File: src/rtl/control_pkg.sv
// Shared encodings for the control sequencer: states, opcodes, function-select codes,
// the decoded instruction classes and the packed control word driven to the datapath.
package control_pkg;

    // State encoding follows declaration order; it is visible on the State debug port.
    typedef enum logic [2:0] {
        ST_FETCH_L = 3'd0,
        ST_FETCH_H = 3'd1,
        ST_EXEC    = 3'd2,
        ST_EXEC2   = 3'd3,
        ST_HALT    = 3'd4
    } state_t;

    localparam logic [5:0] OP_BRA = 6'h00;
    localparam logic [5:0] OP_BNE = 6'h01;
    localparam logic [5:0] OP_BEQ = 6'h02;
    localparam logic [5:0] OP_LDR = 6'h10;
    localparam logic [5:0] OP_STR = 6'h11;
    localparam logic [5:0] OP_IMM = 6'h12;
    localparam logic [5:0] OP_ADD = 6'h15;
    localparam logic [5:0] OP_SUB = 6'h16;
    localparam logic [5:0] OP_AND = 6'h17;
    localparam logic [5:0] OP_ORR = 6'h18;
    localparam logic [5:0] OP_HLT = 6'h3F;

    localparam logic [2:0] FUN_LOAD = 3'b010;
    localparam logic [2:0] FUN_INC  = 3'b001;

    localparam logic [4:0] ALU_PASS_A = 5'b10000;
    localparam logic [4:0] ALU_ADD    = 5'b10100;
    localparam logic [4:0] ALU_SUB    = 5'b10110;
    localparam logic [4:0] ALU_AND    = 5'b10111;
    localparam logic [4:0] ALU_ORR    = 5'b11000;

    typedef enum logic [2:0] {
        CLS_NOP,
        CLS_BRANCH,
        CLS_LDR,
        CLS_STR,
        CLS_IMM,
        CLS_ALU,
        CLS_HLT
    } op_class_t;

    typedef struct packed {
        logic [2:0] rf_outa;
        logic [2:0] rf_outb;
        logic [2:0] rf_fun;
        logic [3:0] rf_reg;
        logic [3:0] rf_scr;
        logic [4:0] alu_fun;
        logic       alu_wf;
        logic [1:0] arf_outc;
        logic [1:0] arf_outd;
        logic [2:0] arf_fun;
        logic [2:0] arf_reg;
        logic       ir_lh;
        logic       ir_write;
        logic       mem_wr;
        logic       mem_cs;
        logic [1:0] mux_a;
        logic [1:0] mux_b;
        logic       mux_c;
    } ctrl_t;

    // Register select bit3 is R1, so R1 (code 00) maps to 4'b1000.
    function automatic logic [3:0] reg_onehot(input logic [1:0] sel);
        return 4'b1000 >> sel;
    endfunction

    function automatic ctrl_t idle_ctrl();
        ctrl_t c;
        c        = '0;
        c.mem_cs = 1'b1;
        return c;
    endfunction

    // Store spans two cycles; the second one only flips MuxCSel to the other data half.
    function automatic ctrl_t str_ctrl(input logic [1:0] rsel, input logic second);
        ctrl_t c;
        c          = idle_ctrl();
        c.rf_outa  = {1'b0, rsel};
        c.alu_fun  = ALU_PASS_A;
        c.mux_c    = second;
        c.arf_outd = 2'b10;
        c.mem_cs   = 1'b0;
        c.mem_wr   = 1'b1;
        c.arf_reg  = 3'b010;
        c.arf_fun  = FUN_INC;
        return c;
    endfunction

endpackage

File: src/rtl/control_sequencer_if.sv
// Bundle between the instruction decoder and the sequencer: raw IR in, decoded class and fields out.
interface control_sequencer_if;
    import control_pkg::*;

    logic [15:0] ir;
    op_class_t   op_class;
    logic [4:0]  alu_fun;
    logic [1:0]  br_cond;
    logic [1:0]  rsel;
    logic [1:0]  dst;
    logic [1:0]  sreg1;
    logic [1:0]  sreg2;

    modport master (input ir, output op_class, alu_fun, br_cond, rsel, dst, sreg1, sreg2);
    modport slave  (output ir, input op_class, alu_fun, br_cond, rsel, dst, sreg1, sreg2);

endinterface

File: src/rtl/instruction_decoder.sv
// Purely combinational split of the instruction register into a class plus register fields.
module instruction_decoder
    import control_pkg::*;
(
    control_sequencer_if.master dec
);

    logic [5:0] opcode;

    assign opcode = dec.ir[15:10];

    always_comb begin
        dec.op_class = CLS_NOP;
        dec.alu_fun  = '0;
        case (opcode)
            OP_BRA, OP_BNE, OP_BEQ: dec.op_class = CLS_BRANCH;
            OP_LDR: dec.op_class = CLS_LDR;
            OP_STR: dec.op_class = CLS_STR;
            OP_IMM: dec.op_class = CLS_IMM;
            OP_ADD: begin dec.op_class = CLS_ALU; dec.alu_fun = ALU_ADD; end
            OP_SUB: begin dec.op_class = CLS_ALU; dec.alu_fun = ALU_SUB; end
            OP_AND: begin dec.op_class = CLS_ALU; dec.alu_fun = ALU_AND; end
            OP_ORR: begin dec.op_class = CLS_ALU; dec.alu_fun = ALU_ORR; end
            OP_HLT: dec.op_class = CLS_HLT;
            default: dec.op_class = CLS_NOP;
        endcase
    end

    // Branch condition is the low opcode bits: 00 always, 01 on Z clear, 10 on Z set.
    assign dec.br_cond = opcode[1:0];
    assign dec.rsel    = dec.ir[9:8];
    assign dec.dst     = dec.ir[7:6];
    assign dec.sreg1   = dec.ir[4:3];
    assign dec.sreg2   = dec.ir[1:0];

endmodule

File: src/rtl/control_sequencer.sv
// Multi-cycle controller: two-byte fetch, one execute cycle (two for stores), halt until reset.
module control_sequencer
    import control_pkg::*;
(
    input  logic        Clock,
    input  logic        Reset,
    input  logic [15:0] IROut,
    input  logic [3:0]  Flags,
    output logic [2:0]  RF_OutASel,
    output logic [2:0]  RF_OutBSel,
    output logic [2:0]  RF_FunSel,
    output logic [3:0]  RF_RegSel,
    output logic [3:0]  RF_ScrSel,
    output logic [4:0]  ALU_FunSel,
    output logic        ALU_WF,
    output logic [1:0]  ARF_OutCSel,
    output logic [1:0]  ARF_OutDSel,
    output logic [2:0]  ARF_FunSel,
    output logic [2:0]  ARF_RegSel,
    output logic        IR_LH,
    output logic        IR_Write,
    output logic        Mem_WR,
    output logic        Mem_CS,
    output logic [1:0]  MuxASel,
    output logic [1:0]  MuxBSel,
    output logic        MuxCSel,
    output logic [2:0]  State,
    output logic        Halted
);

    state_t state_q, state_d;
    ctrl_t  ctrl;
    logic   take_branch;

    control_sequencer_if dec_if ();

    assign dec_if.ir = IROut;

    instruction_decoder u_decoder (
        .dec (dec_if.master)
    );

    always_comb begin
        state_d = state_q;
        case (state_q)
            ST_FETCH_L: state_d = ST_FETCH_H;
            ST_FETCH_H: state_d = ST_EXEC;
            ST_EXEC: begin
                if (dec_if.op_class == CLS_STR)      state_d = ST_EXEC2;
                else if (dec_if.op_class == CLS_HLT) state_d = ST_HALT;
                else                                 state_d = ST_FETCH_L;
            end
            ST_EXEC2: state_d = ST_FETCH_L;
            ST_HALT:  state_d = ST_HALT;
            default:  state_d = ST_FETCH_L;
        endcase
    end

    always_ff @(posedge Clock) begin
        if (Reset) state_q <= ST_FETCH_L;
        else       state_q <= state_d;
    end

    always_comb begin
        ctrl        = idle_ctrl();
        take_branch = 1'b0;
        case (dec_if.br_cond)
            2'b00:   take_branch = 1'b1;
            2'b01:   take_branch = ~Flags[3];
            2'b10:   take_branch = Flags[3];
            default: take_branch = 1'b0;
        endcase
        case (state_q)
            ST_FETCH_L, ST_FETCH_H: begin
                ctrl.arf_outd = 2'b00;
                ctrl.mem_cs   = 1'b0;
                ctrl.ir_write = 1'b1;
                ctrl.ir_lh    = (state_q == ST_FETCH_H);
                ctrl.arf_reg  = 3'b100;
                ctrl.arf_fun  = FUN_INC;
            end
            ST_EXEC: begin
                case (dec_if.op_class)
                    CLS_BRANCH: begin
                        ctrl.mux_b   = 2'b11;
                        ctrl.arf_fun = FUN_LOAD;
                        ctrl.arf_reg = take_branch ? 3'b100 : 3'b000;
                    end
                    CLS_LDR: begin
                        ctrl.arf_outd = 2'b10;
                        ctrl.mem_cs   = 1'b0;
                        ctrl.mux_a    = 2'b10;
                        ctrl.rf_fun   = FUN_LOAD;
                        ctrl.rf_reg   = reg_onehot(dec_if.rsel);
                    end
                    CLS_STR: ctrl = str_ctrl(dec_if.rsel, 1'b0);
                    CLS_IMM: begin
                        ctrl.mux_a  = 2'b11;
                        ctrl.rf_fun = FUN_LOAD;
                        ctrl.rf_reg = reg_onehot(dec_if.rsel);
                    end
                    CLS_ALU: begin
                        ctrl.rf_outa = {1'b0, dec_if.sreg1};
                        ctrl.rf_outb = {1'b0, dec_if.sreg2};
                        ctrl.alu_fun = dec_if.alu_fun;
                        ctrl.alu_wf  = 1'b1;
                        ctrl.mux_a   = 2'b00;
                        ctrl.rf_fun  = FUN_LOAD;
                        ctrl.rf_reg  = reg_onehot(dec_if.dst);
                    end
                    default: ctrl = idle_ctrl();
                endcase
            end
            ST_EXEC2: ctrl = str_ctrl(dec_if.rsel, 1'b1);
            default:  ctrl = idle_ctrl();
        endcase
        // Reset blanks the control word immediately so an in-flight store never completes.
        if (Reset) ctrl = idle_ctrl();
    end

    assign RF_OutASel  = ctrl.rf_outa;
    assign RF_OutBSel  = ctrl.rf_outb;
    assign RF_FunSel   = ctrl.rf_fun;
    assign RF_RegSel   = ctrl.rf_reg;
    assign RF_ScrSel   = ctrl.rf_scr;
    assign ALU_FunSel  = ctrl.alu_fun;
    assign ALU_WF      = ctrl.alu_wf;
    assign ARF_OutCSel = ctrl.arf_outc;
    assign ARF_OutDSel = ctrl.arf_outd;
    assign ARF_FunSel  = ctrl.arf_fun;
    assign ARF_RegSel  = ctrl.arf_reg;
    assign IR_LH       = ctrl.ir_lh;
    assign IR_Write    = ctrl.ir_write;
    assign Mem_WR      = ctrl.mem_wr;
    assign Mem_CS      = ctrl.mem_cs;
    assign MuxASel     = ctrl.mux_a;
    assign MuxBSel     = ctrl.mux_b;
    assign MuxCSel     = ctrl.mux_c;
    assign State       = state_q;
    assign Halted      = (state_q == ST_HALT) && !Reset;

endmodule

File: config.mk
export PLATFORM = sky130hd
export DESIGN_NAME = control_sequencer
export DESIGN_NICKNAME = d
export VERILOG_FILES = /design/src/rtl/control_pkg.sv /design/src/rtl/control_sequencer_if.sv /design/src/rtl/instruction_decoder.sv /design/src/rtl/control_sequencer.sv
export SDC_FILE = /design/constraint.sdc
export NUM_CORES = 1
export LEC_CHECK = 0
export BUFFER_PORTS_ARGS = -buffer_cell sky130_fd_sc_hd__buf_2
export CAP_MARGIN = 15
export CORE_MARGIN = 3
export CORE_UTILIZATION = 43
export CTS_BUF_LIST = sky130_fd_sc_hd__clkbuf_4 sky130_fd_sc_hd__clkbuf_8 sky130_fd_sc_hd__clkbuf_16
export DETAILED_ROUTE_END_ITERATION = 12
export PLACE_DENSITY_LB_ADDON = 0.1
export RECOVER_POWER = 50
export SLEW_MARGIN = 25
export SYNTH_ARGS = -nofsm -noshare
export SYNTH_HDL_FRONTEND = slang
export SYNTH_SLANG_ARGS = --single-unit
export TNS_END_PERCENT = 20
File: constraint.sdc
create_clock -name Clock -period 3.8 [get_ports Clock]
set_input_delay 0.57 -clock Clock [delete_from_list [all_inputs] [get_ports Clock]]
set_output_delay 0.57 -clock Clock [all_outputs]
set_load 0.02 [all_outputs]
# After elaboration in Yosys (flattened, before gate mapping)
# Index checks and enable logic that the tools add are counted.
# Widths: inputs -> output; s select.
[word_totals] register_bits=3
[op_classes] shift=2 bitwise=1 n_reduce_logical=11 n_mux=22 eq_ne=22
[ops] cell="$pmux 25 s2" n=1
[ops] cell="$eq 6x5->1 const B" n=7
[ops] cell="$mux 42" n=1
[ops] cell="$pmux 10 s3" n=1
[ops] cell="$pmux 5 s2" n=3
[ops] cell="$pmux 6 s2" n=2
[ops] cell="$pmux 5 s4" n=1
[ops] cell="$pmux 3 s6" n=1
[ops] cell="$eq 3x2->1 const B" n=4
[ops] cell="$eq 3x3->1 const B" n=4
[ops] cell="$pmux 3 s4" n=1
[ops] cell="$mux 3" n=3
[ops] cell="$shr 4x2->4 const A" n=2
[ops] cell="$eq 3x1->1 const B" n=2
[ops] cell="$eq 6x1->1 const B" n=1
[ops] cell="$eq 6x2->1 const B" n=1
[ops] cell="$eq 6x6->1 const B" n=1
[ops] cell="$logic_not 6->1" n=1
[ops] cell="$reduce_or 2->1" n=3
[ops] cell="$reduce_or 3->1" n=2
[ops] cell="$mux 2" n=2
[ops] cell="$pmux 1 s2" n=2
[ops] cell="$pmux 2 s2" n=1
[ops] cell="$reduce_or 4->1" n=1
[ops] cell="9 further kinds" n=10

# Longest topological paths before layout
[logic_depth] ltp_word=8 ltp_mapped=6 mapped_depth_nobuf=4

# Modules after synthesis
# A second synthesis with hierarchy kept.
[unflattened] hier_cells=126 hier_area_um2=864.6
[by_module_without_submodules] mod="control_sequencer" cells_each=88 area_per_inst_um2=609.3 instances=1 seq_area_each_um2=60.1
[by_module_without_submodules] mod="instruction_decoder" cells_each=38 area_per_inst_um2=255.2 instances=1 seq_area_each_um2=0.0

# Worst setup path after synthesis
# No wires, ideal clock.
[synth_path] path_kind="in2out" from="input port IROut[10]" to="output port MuxBSel[1]" n_path_buf=2 t_arrival_ns=2.182 path_stages=4 t_required_ns=3.230 slack_ns=1.048 path_cell_list="buf_2 a211o_1 nor4b_1 buf_4"
[synth_between] elab_chain_cells=7 word_cells_on_any_way=18
[synth_lines] element="start: declaration" line="control_sequencer.sv:7" source="input logic [15:0] IROut,"
[synth_lines] element="$eq 6x5->1 (tied with other cells)" line="instruction_decoder.sv:15" source="case (opcode)"
[synth_lines] element="$reduce_or 4->1 (no line) or $reduce_or 3->1 (tied branches)"
[synth_lines] element="$pmux 3 s6 *" line="instruction_decoder.sv:15"
[synth_lines] element="$eq 3x1->1 *" line="control_sequencer.sv:83" source="case (dec_if.op_class)"
[synth_lines] element="$mux 2 *" line="control_sequencer.sv:83"
[synth_lines] element="$pmux 5 s2 *" line="control_sequencer.sv:73" source="case (state_q)"
[synth_lines] element="$mux 42 *" line="control_sequencer.sv:118" source="if (Reset) ctrl = idle_ctrl();"
[synth_lines] element="end: declaration" line="control_sequencer.sv:25" source="output logic [1:0] MuxBSel,"
# Mark *: on every way between the ends. The rest lies on a longest branch, timed or not.

# Worst setup path in the final report
[layout_path] from="input port IROut[13]" to="output port ALU_FunSel[4]"
[layout_between] elab_chain_cells=7 word_cells_on_any_way=20
[layout_lines] element="$eq 6x5->1 (tied with other cells)" line="instruction_decoder.sv:15"
[layout_lines] element="$reduce_or 4->1 (no line) or $reduce_or 3->1 (tied branches)"
[layout_lines] element="$pmux 3 s6" line="instruction_decoder.sv:15"
[layout_lines] element="$eq 3x3->1 or $eq 3x2->1 (tied branches)" line="control_sequencer.sv:83"
[layout_lines] element="$pmux 6 s2 *" line="control_sequencer.sv:83"
[layout_lines] element="$pmux 25 s2 *" line="control_sequencer.sv:73"
[layout_lines] element="$mux 42 *" line="control_sequencer.sv:118"
[layout_lines] element="end: declaration" line="control_sequencer.sv:14" source="output logic [4:0] ALU_FunSel,"
# Marks and branches as above.

==> impl_results.md <==
- Synthesis-stage register bit count: 3
- Peak supply drop: 0.140 mV
- Final Cycle Share: 0.760
- Ordered cell list for the critical path: clkbuf_1 > or4b_1 > o21ai_2 > and3_1 > o21bai_1 > buf_2
- Layout cell share with drive strength beyond 1: 0.311
- Cts hold-fix bufs: 0
- CTS buffer count: 3
- Met1 WL: 945 µm
- Clock sink count: 3
- Port Buffers: 49
- Mean Syn Cell Area: 7.19 µm²
- Max Used Layer: met4
- Critical path's largest stage delay: 0.57 ns
- Hold Path Sink: State[0]
- Final #Nets: 190
- DR iter-0 viols: 17
- Die X: 51.4 µm
- Prevailing post-synth register cell: dfxtp_1
- Root Buffer: clkbuf_4
- Vias per cell: 5.27
- R2r worst-path depth: 4
- Clock transition at path regs: 0.04 ns
- RSZ-0062 raised after global routing: no
- HP Class: in -> reg
- PD cells: 178 nW/µm²
- Htree depth: 1
- Hold_sp: Reset
- Hold Fails Final Rpt: 0
- CP Class: in -> out
- WL/cell: 11.8 µm
- First-pass GRT wire length: 3.69 mm
- Number of synthesized flops with an enable pin: 0
- Required time at the worst-slack endpoint: 3.23 ns
- Worst flop-to-flop path endpoint: State[2]
- Startpoint types: input pin
- Post-DRT Antenna Nets: 0
- CTS tree: done
- Max clock buf depth: 2
- Cells after synthesis: 123
- IO Pins: 68
- Slew @ Worst Pin: 0.713 ns
- Die ar.: 2640 µm²
- Share of flip-flops with an asynchronous set or reset: 0
- Drt first pass iters: 4
- Distinct cell type count after synthesis: 48
- Chip height: 51.4 µm
- Yosys warnings: 0
- Final Max Tran Viols: 0
- Critical path data arrival time: 2.32 ns
- R2r setup slk: 2.55 ns
- All-Layer GR Usage: 0.177
- WL met2: 1.19 mm
- Final setup viols: 0
- Max stage delay cell, worst path: or4b_1
- Final Wtd Congestion: 0.788
- Antenna diodes: 0
- Final HPWL DP: 1.82 mm
- CP delay by family, top: simple AND/OR/NAND/NOR gates
- Levels on crit path: 6
- Finished Cell Area: 1040 µm²
- CORE AREA: 1840 µm²
- Clock latency at the later pin of the worst-skew pair: 0.23 ns
- Area Overhead vs Synth: 18.1%
- Post-CTS Repair Setup Buffers: 0
- Placement Cell Area: 1060 µm²
- Overall Power: 0.186 mW
- PostCTS Resize Cnt: 0
- Max_cap viols: 0
- Critical path buffers and inverters: 2
- Outcome: finished, final reports clean
- Crit. End Element: output pin
- Grt ovf: 0
- Slew Limit Headroom: 0.521
- Max FFs per register: 3
- # DRC: 0
- Final wirelength: 2.27 mm
- Synthesized area: 885 µm²
- Placement Rows: 15
- Most frequent cells in the layout: 37 x buf_2, 13 x conb_1, 12 x nor2_1, 12 x clkbuf_1, 7 x a21oi_1
- Final Skew: 0.00475 ns
- Vias: 1012
- Setup TNS Final: 0 ns
- Met3 routed WL: 123 µm
- Vias in the first global route: 848
- Hold Worst Slack: 0.566 ns
- R2r startpoint: State[1]
- Hold path cells: 2
- Lkg Pwr: 0.481 nW
- Commonest non-fill, non-tap cell in the layout: buf_2
- Initial core utilization: 0.481
- Tmin final: 2.89 ns
- Largest net degree at the start of global routing: 15
- Max Clk Rate: 346 MHz
- Post-synthesis sequential area ratio: 0.0679
- Maximum fanout along the worst path: 14
- Finished Core Util: 0.568
- Initial antenna violation count: 0
==> metrics by stage <==
stage | cells | setup WS [ns]
final | 192 | 0.910
after global routing | 192 | 0.755
after CTS | 192 | 1.14
after detailed placement | 188 | 1.14
after global placement | 188 | 1.15
after floorplan | 135 | 1.05
==> Yosys cell counts, types with 2 or more instances <==
cell | n | share of area
a21oi_1 | 7 | 0.040
a211oi_1 | 2 | 0.017
inv_1 | 6 | 0.025
or4b_4 | 2 | 0.031
nor2_1 | 11 | 0.047
nand3_1 | 3 | 0.017
nor3_1 | 5 | 0.028
nand4b_1 | 3 | 0.030
nand4_1 | 2 | 0.014
o21ai_0 | 4 | 0.023
and2_1 | 3 | 0.021
a211oi_2 | 3 | 0.042
or2_2 | 2 | 0.014
buf_2 | 3 | 0.017
buf_4 | 17 | 0.14
nand2_1 | 5 | 0.021
nand2b_1 | 4 | 0.028
nor2b_1 | 2 | 0.014
o21bai_1 | 2 | 0.017
a211o_1 | 5 | 0.050
and3_1 | 2 | 0.014
dfxtp_1 | 3 | 0.068
nor4b_1 | 2 | 0.020
==> metal layers <==
metal,track usage,vias to the layer above
met5,0,-
met4,0.0655,0
met3,0.0175,2
met2,0.307,33
met1,0.224,468
li1,-,509
==> cells by family after synthesis <==
kind of cell / after synthesis / synth area share
flip-flops: 3 / 0.0679
buffers and inverters: 29 / 0.208
other: 1 / 0.00424
AO/OA/AOI/OAI: 34 / 0.291
AND/OR/NAND/NOR: 54 / 0.405
multiplexers: 2 / 0.0240
==> final cells by class <==
cell class                 count  area, µm²
inverter                       7       26.3
timing repair buffer          50        238
fill                         211        795
multi-input combinational    103        659
clock buffer                   4       30.0
sequential                     3       60.1
tap                           25       31.3
==> where the power goes <==
group / internal [mW] / switching (mW) / total, mW
registers: 0.0335 / 0.00551 / 0.0390
clock network: 0.0464 / 0.0161 / 0.0626
logic: 0.0277 / 0.0565 / 0.0842
==> worst max path at each step <==
stage | from | to | slack [ns]
2_1_floorplan | IROut[10] | MuxBSel[1] | 1.05
3_3_place_gp | IROut[11] | ALU_FunSel[4] | 1.15
3_5_place_dp | IROut[11] | ALU_FunSel[4] | 1.14
4_1_cts | IROut[11] | ALU_FunSel[4] | 1.14
5_1_grt | IROut[13] | ALU_FunSel[4] | 0.75
6_report | IROut[13] | ALU_FunSel[4] | 0.91
Note: power is estimated with default switching activity, not from simulation.
